**src/rtl/matrix_stream_sink_pkg.sv**
```systemverilog
// Shared definitions for the matrix stream sink: limits, address width and FSM states.
package matrix_pkg;

  localparam int MAX_DIM             = 5;
  localparam int MAX_COUNT           = 15;
  localparam int SLOT_STRIDE_DEFAULT = 32;
  localparam int ADDR_W              = 9;

  typedef enum logic [1:0] {
    ST_IDLE = 2'd0,
    ST_RECV = 2'd1,
    ST_DONE = 2'd2
  } sink_state_e;

  // A run needs both dimensions in 1..MAX_DIM and at least one matrix.
  function automatic logic cfg_legal(input logic [2:0] m, input logic [2:0] n,
                                     input logic [3:0] c);
    return (m != 3'd0) && (m <= 3'(MAX_DIM)) &&
           (n != 3'd0) && (n <= 3'(MAX_DIM)) &&
           (c != 4'd0) && (c <= 4'(MAX_COUNT));
  endfunction

endpackage

```
**src/rtl/matrix_stream_sink_if.sv**
```systemverilog
// Bundles the run configuration, element stream, storage write port and status of the sink.
interface matrix_stream_sink_if import matrix_pkg::*; ();

  logic                start_rx;
  logic [2:0]          dim_m;
  logic [2:0]          dim_n;
  logic [3:0]          count;
  logic signed [7:0]   elem_min_cfg;
  logic signed [7:0]   elem_max_cfg;
  logic [7:0]          data_in;
  logic                write_en;

  logic                mem_we;
  logic [ADDR_W-1:0]   mem_addr;
  logic [7:0]          mem_wdata;
  logic                rx_busy;
  logic                rx_done;
  logic                rx_timeout;
  logic                cfg_err;
  logic [7:0]          err_cnt;

  modport master (
    output start_rx, dim_m, dim_n, count, elem_min_cfg, elem_max_cfg, data_in, write_en,
    input  mem_we, mem_addr, mem_wdata, rx_busy, rx_done, rx_timeout, cfg_err, err_cnt
  );

  modport slave (
    input  start_rx, dim_m, dim_n, count, elem_min_cfg, elem_max_cfg, data_in, write_en,
    output mem_we, mem_addr, mem_wdata, rx_busy, rx_done, rx_timeout, cfg_err, err_cnt
  );

endinterface

```
**src/rtl/matrix_stream_sink_range.sv**
```systemverilog
// Signed element range checker with a saturating violation counter, cleared on each run start.
module mat_range_check (
  input  logic              clk,
  input  logic              rst,
  input  logic              load,
  input  logic signed [7:0] min_cfg,
  input  logic signed [7:0] max_cfg,
  input  logic              check_en,
  input  logic signed [7:0] data,
  output logic [7:0]        err_cnt
);

  logic signed [7:0] min_q;
  logic signed [7:0] max_q;
  logic              violation;

  assign violation = (data < min_q) || (data > max_q);

  // Bounds are captured at run start so mid-run config changes have no effect.
  always_ff @(posedge clk or posedge rst) begin
    if (rst) begin
      min_q   <= '0;
      max_q   <= '0;
      err_cnt <= '0;
    end else if (load) begin
      min_q   <= min_cfg;
      max_q   <= max_cfg;
      err_cnt <= '0;
    end else if (check_en && violation && (err_cnt != 8'hFF)) begin
      err_cnt <= err_cnt + 8'd1;
    end
  end

endmodule

```
**src/rtl/matrix_stream_sink.sv**
```systemverilog
// Receives count matrices of dim_m x dim_n bytes into slotted storage with idle timeout.
// Optional range checking is built when MATRIX_SINK_RANGE_CHECK_EN is defined.
module matrix_stream_sink import matrix_pkg::*; #(
  parameter int TIMEOUT_CYCLES = 1024,
  parameter int SLOT_STRIDE    = SLOT_STRIDE_DEFAULT
) (
  input logic                 clk,
  input logic                 rst,
  matrix_stream_sink_if.slave bus
);

  localparam int IDLE_W = $clog2(TIMEOUT_CYCLES) + 1;

  sink_state_e       state;
  logic [4:0]        elem_total;
  logic [4:0]        elem_idx;
  logic [3:0]        count_q;
  logic [3:0]        slot;
  logic [IDLE_W-1:0] idle_cnt;

  logic              mem_we_q;
  logic [ADDR_W-1:0] mem_addr_q;
  logic [7:0]        mem_wdata_q;
  logic              rx_busy_q;
  logic              rx_done_q;
  logic              rx_timeout_q;
  logic              cfg_err_q;

  logic              accept;
  logic              start_ok;
  logic              run_load;
  logic              last_in_slot;
  logic              last_elem;

  assign accept       = (state == ST_RECV) && bus.write_en;
  assign start_ok     = cfg_legal(bus.dim_m, bus.dim_n, bus.count);
  assign run_load     = (state == ST_IDLE) && bus.start_rx && start_ok;
  assign last_in_slot = (elem_idx == elem_total - 5'd1);
  assign last_elem    = last_in_slot && (slot == count_q - 4'd1);

  // Write port and status flags are registered, so a write appears one cycle after acceptance.
  always_ff @(posedge clk or posedge rst) begin
    if (rst) begin
      state        <= ST_IDLE;
      elem_total   <= '0;
      elem_idx     <= '0;
      count_q      <= '0;
      slot         <= '0;
      idle_cnt     <= '0;
      mem_we_q     <= 1'b0;
      mem_addr_q   <= '0;
      mem_wdata_q  <= '0;
      rx_busy_q    <= 1'b0;
      rx_done_q    <= 1'b0;
      rx_timeout_q <= 1'b0;
      cfg_err_q    <= 1'b0;
    end else begin
      mem_we_q     <= 1'b0;
      rx_done_q    <= 1'b0;
      rx_timeout_q <= 1'b0;
      cfg_err_q    <= 1'b0;
      case (state)
        ST_IDLE: begin
          if (bus.start_rx) begin
            if (start_ok) begin
              state      <= ST_RECV;
              elem_total <= 5'(bus.dim_m) * 5'(bus.dim_n);
              count_q    <= bus.count;
              elem_idx   <= '0;
              slot       <= '0;
              idle_cnt   <= '0;
              rx_busy_q  <= 1'b1;
            end else begin
              cfg_err_q  <= 1'b1;
            end
          end
        end
        ST_RECV: begin
          if (bus.write_en) begin
            mem_we_q    <= 1'b1;
            mem_wdata_q <= bus.data_in;
            mem_addr_q  <= ADDR_W'(slot) * ADDR_W'(SLOT_STRIDE) + ADDR_W'(elem_idx);
            idle_cnt    <= '0;
            if (last_in_slot) begin
              elem_idx <= '0;
              slot     <= slot + 4'd1;
            end else begin
              elem_idx <= elem_idx + 5'd1;
            end
            if (last_elem) begin
              state     <= ST_DONE;
              rx_busy_q <= 1'b0;
              rx_done_q <= 1'b1;
            end
          end else if (idle_cnt == IDLE_W'(TIMEOUT_CYCLES - 1)) begin
            state        <= ST_IDLE;
            rx_busy_q    <= 1'b0;
            rx_timeout_q <= 1'b1;
          end else begin
            idle_cnt <= idle_cnt + IDLE_W'(1);
          end
        end
        ST_DONE: state <= ST_IDLE;
        default: state <= ST_IDLE;
      endcase
    end
  end

  assign bus.mem_we     = mem_we_q;
  assign bus.mem_addr   = mem_addr_q;
  assign bus.mem_wdata  = mem_wdata_q;
  assign bus.rx_busy    = rx_busy_q;
  assign bus.rx_done    = rx_done_q;
  assign bus.rx_timeout = rx_timeout_q;
  assign bus.cfg_err    = cfg_err_q;

`ifdef MATRIX_SINK_RANGE_CHECK_EN
  mat_range_check u_range_check (
    .clk      (clk),
    .rst      (rst),
    .load     (run_load),
    .min_cfg  (bus.elem_min_cfg),
    .max_cfg  (bus.elem_max_cfg),
    .check_en (accept),
    .data     ($signed(bus.data_in)),
    .err_cnt  (bus.err_cnt)
  );
`else
  // Without the checker the bounds and start/accept strobes have no consumer.
  logic unused_range_inputs;
  assign unused_range_inputs = ^{bus.elem_min_cfg, bus.elem_max_cfg, run_load, accept};
  assign bus.err_cnt = 8'd0;
`endif

endmodule

```
**src/flat_wrapper.sv**
```systemverilog
// flat-port wrapper written by rule: the top's interface ports become plain ports
module matrix_stream_sink_flat import matrix_pkg::*;
#(
  parameter int TIMEOUT_CYCLES = 1024,
  parameter int SLOT_STRIDE    = SLOT_STRIDE_DEFAULT
)
  (clk, rst, bus_start_rx, bus_dim_m, bus_dim_n, bus_count, bus_elem_min_cfg, bus_elem_max_cfg, bus_data_in, bus_write_en, bus_mem_we, bus_mem_addr, bus_mem_wdata, bus_rx_busy, bus_rx_done, bus_rx_timeout, bus_cfg_err, bus_err_cnt);
  matrix_stream_sink_if bus_i ();
  input logic clk;
  input logic rst;
  input wire logic [$bits(bus_i.start_rx)-1:0] bus_start_rx;
  input wire logic [$bits(bus_i.dim_m)-1:0] bus_dim_m;
  input wire logic [$bits(bus_i.dim_n)-1:0] bus_dim_n;
  input wire logic [$bits(bus_i.count)-1:0] bus_count;
  input wire logic [$bits(bus_i.elem_min_cfg)-1:0] bus_elem_min_cfg;
  input wire logic [$bits(bus_i.elem_max_cfg)-1:0] bus_elem_max_cfg;
  input wire logic [$bits(bus_i.data_in)-1:0] bus_data_in;
  input wire logic [$bits(bus_i.write_en)-1:0] bus_write_en;
  output wire logic [$bits(bus_i.mem_we)-1:0] bus_mem_we;
  output wire logic [$bits(bus_i.mem_addr)-1:0] bus_mem_addr;
  output wire logic [$bits(bus_i.mem_wdata)-1:0] bus_mem_wdata;
  output wire logic [$bits(bus_i.rx_busy)-1:0] bus_rx_busy;
  output wire logic [$bits(bus_i.rx_done)-1:0] bus_rx_done;
  output wire logic [$bits(bus_i.rx_timeout)-1:0] bus_rx_timeout;
  output wire logic [$bits(bus_i.cfg_err)-1:0] bus_cfg_err;
  output wire logic [$bits(bus_i.err_cnt)-1:0] bus_err_cnt;
  assign bus_i.start_rx = bus_start_rx;
  assign bus_i.dim_m = bus_dim_m;
  assign bus_i.dim_n = bus_dim_n;
  assign bus_i.count = bus_count;
  assign bus_i.elem_min_cfg = bus_elem_min_cfg;
  assign bus_i.elem_max_cfg = bus_elem_max_cfg;
  assign bus_i.data_in = bus_data_in;
  assign bus_i.write_en = bus_write_en;
  assign bus_mem_we = bus_i.mem_we;
  assign bus_mem_addr = bus_i.mem_addr;
  assign bus_mem_wdata = bus_i.mem_wdata;
  assign bus_rx_busy = bus_i.rx_busy;
  assign bus_rx_done = bus_i.rx_done;
  assign bus_rx_timeout = bus_i.rx_timeout;
  assign bus_cfg_err = bus_i.cfg_err;
  assign bus_err_cnt = bus_i.err_cnt;
  matrix_stream_sink #(.TIMEOUT_CYCLES(TIMEOUT_CYCLES), .SLOT_STRIDE(SLOT_STRIDE)) u_core (.clk(clk), .rst(rst), .bus(bus_i));
endmodule
```
**config.mk**
```make
export PLATFORM = sky130hd
export DESIGN_NAME = matrix_stream_sink_flat
export DESIGN_NICKNAME = d
export VERILOG_FILES = /design/src/rtl/matrix_stream_sink_pkg.sv /design/src/rtl/matrix_stream_sink_if.sv /design/src/rtl/matrix_stream_sink_range.sv /design/src/rtl/matrix_stream_sink.sv /design/src/flat_wrapper.sv
export SDC_FILE = /design/constraint.sdc
export NUM_CORES = 1
export LEC_CHECK = 0
export ABC_AREA = 1
export CAP_MARGIN = 20
export CORE_ASPECT_RATIO = 0.6
export CORE_UTILIZATION = 39
export DETAILED_ROUTE_END_ITERATION = 10
export PLACE_DENSITY = 0.66
export RECOVER_POWER = 50
export SLEW_MARGIN = 20
export SYNTH_ARGS = -nofsm -noshare
export SYNTH_HDL_FRONTEND = slang
export SYNTH_SLANG_ARGS = --single-unit
```
**constraint.sdc**
```tcl
create_clock -name clk -period 2.69 [get_ports clk]
set_input_delay 0.538 -clock clk [delete_from_list [all_inputs] [get_ports clk]]
set_output_delay 0.538 -clock clk [all_outputs]
set_load 0.03 [all_outputs]
```
Word level (Yosys, flattened, before mapping). Cells that the tools add are included.

Input bits: 38. Logic and storage cells: 90. Bits in registers: 53. Output and inout port bits: 30.

$lt $le $gt $ge: 3. $add $sub $neg: 6. Eq/ne operators: 11. Reduce and logical (&&, ||, !) cells: 18. Multiplexer cells: 38. Multiply operators: 1.

Operators with widths (number): $mux 11 (4); $pmux 11 s2 (1); $mux 5 (4); $mux 1 (16); $mux 4 (4); $reduce_and 4->1 (3); $add 11x1->11 const B (1); $eq 11x10->1 const B (1); $mux 2 (5); $pmux 5 s2 (1); $reduce_and 5->1 (2); $add 9x5->9 (1); $pmux 4 s2 (1); $le 3x3->1 const B (2); $logic_and 1x1->1 (6); $ne 3x3->1 const B (2); $reduce_bool 3->1 (2); $add 5x1->5 const B (1); $eq 5x5->1 (1); $mul 3x3->5 (1); $sub 5x1->5 const B (1); $add 4x1->4 const B (1); $eq 4x4->1 (1); $le 4x4->1 const B (1); 12 further kinds (14).

Depth between registers and ports, before layout.
Depth after elaboration: 9. Depth in mapped cells: 13.

Least setup slack after synthesis. No wires, ideal clock.

Path kind: input to register. From: input bus_dim_n[2]. To: register u_core.elem_total[4]. Setup time: 83 ps. Slack: 499 ps. Stages on the path: 10. Data arrival time: 2108 ps. Buffers on the path: 0. Cell sequence: nand2_1 > inv_1 > fa_1 > ha_1 > inv_1 > fa_1 > xnor2_1 > xnor2_1 > nand2_1 > o21ai_0.

Longest elaborated chain between the ends: 6.

RTL lines: start: declaration (RTL line flat_wrapper.sv:13) `input wire logic [$bits(bus_i.dim_n)-1:0] bus_dim_n;`; branches (longest 6 deep; another with $mul 3x3->5); end signal: assignment (RTL line matrix_stream_sink.sv:67) `elem_total <= 5'(bus.dim_m) * 5'(bus.dim_n);`; end: declaration (RTL line matrix_stream_sink.sv:15) `logic [4:0] elem_total;`.

Parallel ways; which one is timed is not known. A chain may end at the register's enable or synchronous reset.

Final worst setup path.
From: input bus_dim_m[0]. To: register u_core.elem_total[4].

Longest elaborated chain between the ends: 7.

RTL lines: start: declaration (RTL line flat_wrapper.sv:12) `input wire logic [$bits(bus_i.dim_m)-1:0] bus_dim_m;`; branches (longest 7 deep; another with $mul 3x3->5).

Parallel ways; which one is timed is not known.

==> run metrics <==
Resized Gates After CTS 0; vias in the first global route around 2400; CTS sink cnt 53; CP top delay family adder cells; routed wire length slightly above 6000 um; CTS tree built; required time worst endpoint between 2000 and 3000 ps; syn avg cell area a little under 8 sq um; commonest non-fill, non-tap cells in the layout nand2_1 (117), dfrtp_1 (53), inv_1 (43), clkdlybuf4s50_1 (39), nor2_1 (23); Comb power frac 0.431; area leader, netlist dfrtp_1; post-route cell area roughly 3700 sq um; synth warn 0; Worst path max stage delay between 500 and 600 ps; largest net degree at the start of global routing 54; GRT overflow 0; cts bufs inserted 5; nets 480; Vert. Die Dim 69.7 um; crit path max fanout 2; DP Area between 3000 and 4000 sq um; Leak Pwr about 1.8 nW; post-synth top area share 0.445; Seq cells post-synth 53; max_cap viols 0; post-synthesis sequential area ratio 0.445; largest cells by area after synthesis dfrtp_1 (44%), nand2_1 (15%), inv_1 (5.5%), nand3_1 (3.5%), ha_1 (3.4%); Finish-stage setup viols 0; CP Launch Type primary input; maximum clock rate 413 MHz; Core ar. ~7300 sq um; DR iter-0 viols 150; worst-margin pin slew between 1000 and 1500 ps; H-tree Lvls 2; clk slew on worst S/H paths roughly 70 ps; part of the power in registers 0.370; flop2flop setup slack around 700 ps; PwrDens around 860 nW/um^2; clock power share 0.199; Switching Power 1.29 mW; Worst Hold Class reg -> reg; WS Path Type in -> reg; initial core utilization 0.407; Boundary Pins 68; CTS root buf clkbuf_16; Arr. time, crit path about 2600 ps; gpl congestion 0.776; Buf/Inv on CP 3; part of the cycle the worst path needs 0.901; Vias/cell ~4.6; share of cells above drive strength 1 0.125; first-pass GRT wire length 11200 um; Via Count ~2500; P&R area growth vs syn 23.3%; synth unique cells 28; area of the mapped netlist 2980 sq um; Post-CTS Setup Inserts 0; Core Rows 24; RSZ-0062 raised after global routing no; router iterations before antenna repair 4; CP max stage cell fa_1; Final Power around 3.2 mW; antenna violations before repair 0; final std cells w/o fill about 540; DRC viols 0; switch share 0.406; Skew-Pair Late Insertion Delay between 200 and 300 ps; ANT cells 0; Peak supply drop around 0.36 mV; HPWL after DPL 4680 um; average wire per standard cell 11.5 um; CTS Buffer Depth 2; Port Buffers 43; placed cells around 530; crit path cell chain clkdlybuf4s50_1 > nand2_1 > inv_1 > fa_1 > ha_1 > inv_1 > fa_1 > xnor2_1 > xnor2_1 > nand2_1 > o21ai_0; Total GRT Usage 0.176; worst clock skew 4.85 ps; Synth Instances roughly 380; cts hold-fix bufs 0; commonest non-fill, non-tap cell in the layout nand2_1; Slew Limit Fails 0; minimum clock period after layout ~2400 ps; antenna-violating nets left 0; Pint between 1.5 and 2 mW; die area approximately 8000 sq um; final hold vios 0; Slew HR 0.108; crit end category register; outcome completed; Die W approximately 110 um
[final cells by class]
cell class,count,area [sq um]
timing repair buffer,54,503
multi-input combinational,263,1370
clock inverter,2,15.0
clock buffer,6,129
fill,754,3650
inverter,55,206
sequential,53,1330
tap,104,130
[power by group through the flow]
stage	sequential (mW)	clock (mW)	combinational [mW]
after global routing	1.21	0.688	1.54
after global placement	1.18	0	1.35
after floorplan	1.35	0	0.780
final	1.17	0.631	1.37
after CTS	1.18	0.659	1.38
after detailed placement	1.19	0	1.38
[cells by family (layout without fill, tap and decap cells)]
family,after synthesis,in the layout,synth area share
and+or+nand+nor,193,193,0.286
buffers and inverters,69,117,0.101
DFF,53,53,0.445
AOI/OAI and AO/OA,37,37,0.0759
xor gates and xnor gates,15,15,0.0440
adders and majority gates,10,10,0.0470
other,1,8,0.00126
[worst reg2reg max path, stage by stage (launching register included)]
cell and delay [ps]:
dfrtp_1 410, ha_1 200, nand2_1 140, nor2_4 140, nand2_2 80, inv_2 60
nand2_2 50, nor3_1 340, nor2_4 170, buf_4 190, nand2_2 60, nand2_1 50
[final timing paths]
| check | from | endpoint | cells past startpoint |
|---|---|---|---|
| setup reg to reg | u_core.idle_cnt[0]$_DFFE_PP0P_ | u_core.idle_cnt[5]$_DFFE_PP0P_ | 11 |
| setup / recovery | bus_dim_m[0] | u_core.elem_total[4]$_DFFE_PP0P_ | 11 |
| max in group asynchronous | rst | u_core.elem_total[4]$_DFFE_PP0P_ | 3 |
| hold / removal | u_core.bus.mem_wdata[0]$_DFFE_PP0P_ | u_core.bus.mem_wdata[0]$_DFFE_PP0P_ | 2 |
| min in group asynchronous | rst | u_core.bus.mem_wdata[7]$_DFFE_PP0P_ | 3 |
| hold reg to reg | u_core.bus.mem_wdata[0]$_DFFE_PP0P_ | u_core.bus.mem_wdata[0]$_DFFE_PP0P_ | 2 |
[metal layers]
layer / GRT usage / vias up / share of wire
met3: 0.0437 / 8 / 0.046
met5: 0 / - / 0
li1: - / 1270 / -
met4: 0.0260 / 0 / 0.0058
met1: 0.266 / 1139 / 0.55
met2: 0.256 / 47 / 0.40
[through the flow]
step / setup TNS (ps) / utilization / hold slack (ps) / worst slack (ps)
2_1_floorplan: 0 / - / 436 / 499
3_3_place_gp: 0 / 0.486 / 453 / 8.31
3_5_place_dp: -23.2 / 0.486 / 458 / -23.2
4_1_cts: 0 / 0.505 / 476 / 270
5_1_grt: 0 / 0.502 / 506 / 107
6_report: 0 / 0.502 / 471 / 266
[Yosys cell counts (all sizes together)]
library cell    n
xor2            9
o2111ai         1
conb            1
nor3            9
or2             1
ha              8
o21ai          36
clkbuf          2
nand2         123
nand3b          2
dfrtp          53
nor2           32
fa              2
nand3          22
xnor2           6
nand4           4
inv            55
buf            12
[registers in the layout, summed over array words and instances (netlist names), 2 cells and up]
name and count:
u_core.elem_idx 5, u_core.bus.mem_addr 9, u_core.state 2, u_core.slot 4, u_core.count_q 4, u_core.bus.mem_wdata 8, u_core.elem_total 5, u_core.idle_cnt 11
No activity file was read; power rests on OpenSTA's default activity.
==> edit 1: new RTL, config.mk and constraints unchanged <==
Re-encode `sink_state_e` (3 states) as one-hot, 3 bits wide.
--- a/src/rtl/matrix_stream_sink_pkg.sv
+++ b/src/rtl/matrix_stream_sink_pkg.sv
@@ -7,8 +7,8 @@
   localparam int ADDR_W              = 9;
 
-  typedef enum logic [1:0] {
-    ST_IDLE = 2'd0,
-    ST_RECV = 2'd1,
-    ST_DONE = 2'd2
+  typedef enum logic [2:0] {
+    ST_IDLE = 3'b001,
+    ST_RECV = 3'b010,
+    ST_DONE = 3'b100
   } sink_state_e;
 
Behaviour: no difference found for any inputs over 10 cycles, from zero or initial values and one cycle with rst high; not proved beyond that.
==> edit 1 against the unedited design <==
- utilization up 0.34 points
- power rose by 8.6%
- fmax down 0.98%
- design area is 1.1% higher
- synthesized cell count is 1.6% higher
- sequential cell count rose by 1
- worst setup slack got worse by 0.024 ns
- via count is 1.4% higher
- critical endpoint unchanged
- synthesized area grew 0.38%
- die area rose by 0.37%
- routed wire length is 2.5% higher
- highest routed layer unchanged
- largest cell class unchanged
==> edit 1: results (changes against the unedited design) <==
Fill cells 711 (-5.7%); CP startpoint bus_dim_n[2]; met1 Use GR 0.246 (-0.0202); Worst Hold End u_core.bus.mem_wdata[1]; final clock skew 0.00434 ns (-0.000503 ns); dpl cell area 0.00358 mm^2 (+0.53%); Iter 0 DRT Violations 138 (-8.0%); gpl congestion 0.852 (+9.8%); run status finished clean; GRT Resource Usage Total 0.173 (-0.00241); DP HPWL 4830 um (+3.2%); post-route setup slack 0.242 ns (-0.0241 ns); non-filler cells, final 542 (+0.93%); # port buffers 43 (unchanged); post-synthesis adder-cell area fraction 0.0468 (-0.000177); R2R cell count 13 (+2); Routed met1 length 3280 um (-3.2%); actual slew at the worst max-slew pin 1.06 ns (-0.283 ns); pre-CTS WS -0.103 ns (-0.0793 ns); met3 wire len 234 um (-18%); Worst R2R End u_core.bus.rx_busy; Worst Hold Launch u_core.bus.mem_wdata[1]; P_int 2.04 mW (+8.5%); met3 Use GR 0.0434 (-0.000304); met2 Track Usage GR 0.264 (+0.00736); hold slack 0.474 ns (+0.00267 ns); Post-synth top cells nand2_1, dfrtp_1, inv_1; XOR/XNOR share of the synthesized area 0.0497 (+0.00568); vias in the first global route 2,338 (-1.9%); first-pass GRT wire length 10,800 um (-2.8%); complex-gate fraction of the synthesized area 0.0677 (-0.00823); Leak 1.84 nW (+1.3%); Worst IR Drop VDD 0.373 mV (+4.5%); vias per inst 4.61 (+0.48%); largest net degree at the start of global routing 29 (-46%); Critical Path Max Stage Delay 0.55 ns (+0.02 ns); Post-Syn Area per Cell 7.80 um^2 (-1.2%); Yosys cell types 32 (+14%)
## edit 1: cell count changes after synthesis, moves of 3 or more
cell	unedited run	this run
o21ai_0	12	21
o21ai_2	10	1
inv_2	11	3
nand2_1	116	124
inv_1	44	50
nand2_2	7	1
nor2_2	6	0
clkbuf_1	2	6
nand4_1	4	8
buf_2	3	0
nor3_1	8	5
o21ai_1	14	11
## edit 1: power groups by stage
stage	combinational (mW)	sequential, mW	clock [mW]
CTS	1.54	1.20	0.737
detailed placement	1.53	1.22	0
global route	1.69	1.23	0.780
global placement	1.49	1.21	0
floorplan	0.838	1.43	0
finish	1.52	1.20	0.726
## edit 1: area by class of cell
cell class	count	area, um^2	share of cell area
Clock inverter	2	38.8	0.0104
Inverter	54	205	0.0552
Multi-Input combinational cell	268	1360	0.365
Sequential cell	54	1350	0.364
Tap cell	104	130	0.0350
Clock buffer	5	125	0.0336
Timing Repair Buffer	55	510	0.137
==> edit 2: new RTL, config.mk and constraints unchanged <==
Without the edit above. Build with the macro `MATRIX_SINK_RANGE_CHECK_EN` defined.
--- a/src/rtl/matrix_stream_sink.sv
+++ b/src/rtl/matrix_stream_sink.sv
@@ -1,4 +1,6 @@
 // Receives count matrices of dim_m x dim_n bytes into slotted storage with idle timeout.
 // Optional range checking is built when MATRIX_SINK_RANGE_CHECK_EN is defined.
+`define MATRIX_SINK_RANGE_CHECK_EN
+
 module matrix_stream_sink import matrix_pkg::*; #(
   parameter int TIMEOUT_CYCLES = 1024,
Formal check against the unedited RTL: not equivalent (Yosys sat finds a counterexample within 4 cycles, from zero or initial values and one cycle with rst high).
==> edit 2 against the unedited design <==
- power is 48% higher
- design area is 47% higher
- routed wire length is 71% higher
- utilization is 0.62 points higher
- sequential cell count is 24 higher
- synthesized area is 44% higher
- non-clock buffer count is 26 higher
- worst setup slack better by 0.013 ns
- largest cell class unchanged
==> edit 2: results (changes against the unedited design) <==
area occupied by multi-input gates 0.00201 mm^2 (+47%); fmax 415 MHz (+0.52%); DRT Pass-1 Iters 5 (+1); Wirelength per Cell 14.1 um (+22%); first-pass GRT wire length 18,100 um (+62%); GRT Resource Usage Total 0.207 (+0.0309); final-stage net count 676 (+41%); Non-clock buffering overhead 0.142 (+0.00566); FF-to-FF Start u_core.state[1]; clock-pin slew on the worst setup and hold paths 0.05 ns (-0.02 ns); Leak 2.67 nW (+47%); final-layout clock buffer total 13 (+7); storage element area 0.00193 mm^2 (+45%); Vias 3,779 (+53%); pre-CTS WS -0.0546 ns (-0.0314 ns); Fill cells 984 (+31%); # port buffers 67 (+56%); Worst Hold End u_core.bus.mem_wdata[5]; largest net degree at the start of global routing 32 (-41%); Skew-Pair Late Insertion Delay 0.34 ns (+0.05 ns); Max-slew headroom 0.269 (+0.161); Worst IR Drop VDD 0.413 mV (+16%); dpl cell area 0.00519 mm^2 (+46%); clk tree area frac 0.0482 (+0.00904); hold slack 0.468 ns (-0.00340 ns); Worst R2R End u_core.bus.rx_busy; clock network power 1.09 mW (+73%); Pwr per Cell Area 870 mW/mm^2 (+0.90%); share of post-route cells with drive strength above 1 0.0666 (-0.0582); run status finished clean; fraction of area in registers 0.357 (-0.00398); final WL 10,600 um (+71%); Worst Hold Launch u_core.bus.mem_wdata[5]; Worst Path Arrival 2.62 ns (about the same); Sw Ratio 0.390 (-0.0160); Yosys cell types 35 (+25%); gpl congestion 0.879 (+13%); vias in the first global route 3,743 (+57%); CP max-delay cell clkdlybuf4s50_1; Num Clock Sinks 77 (+45%); synth top area cells dfrtp_1, nand2_1, ha_1, inv_1, o21ai_0; Seq. pwr 1.74 mW (+49%); Non-CTS inverters 70 (+27%); CTS buffer count 9 (+4); register area share after synthesis 0.450 (+0.00500); Synth Instances 534 (+41%); Post-synth top cells nand2_1, dfrtp_1, inv_1; Reg2Reg Setup Slack 0.35 ns (-0.35 ns); met1 Use GR 0.302 (+0.0359); DP HPWL 7950 um (+70%); met2 Track Usage GR 0.299 (+0.0430); CP startpoint bus_dim_n[2]
-- edit 2: changes by cell type in the layout (fill, tap and decap cells not counted), sizes merged, moves of 16 or more --
cell	before	now
ha	8	24
nand2	123	167
inv	54	70
dfrtp	53	77
nand3	22	39
clkdlybuf4s50	39	66
-- edit 2: logic make-up (layout without fill, tap and decap cells) --
kind of cell / count (synthesis) / in the layout / share of synthesized area
buf+inv: 83 / 165 / 0.0780
flops: 77 / 77 / 0.450
compound gates: 60 / 60 / 0.0777
simple gates: 269 / 269 / 0.276
xor+xnor: 19 / 19 / 0.0388
fa+ha+maj: 26 / 26 / 0.0794
-- edit 2: metal layers --
layer | part of all wire | wire [um]
met5 | 0 | 0
met4 | 0.012 | 127
met3 | 0.063 | 670
met2 | 0.43 | 4580
met1 | 0.49 | 5240
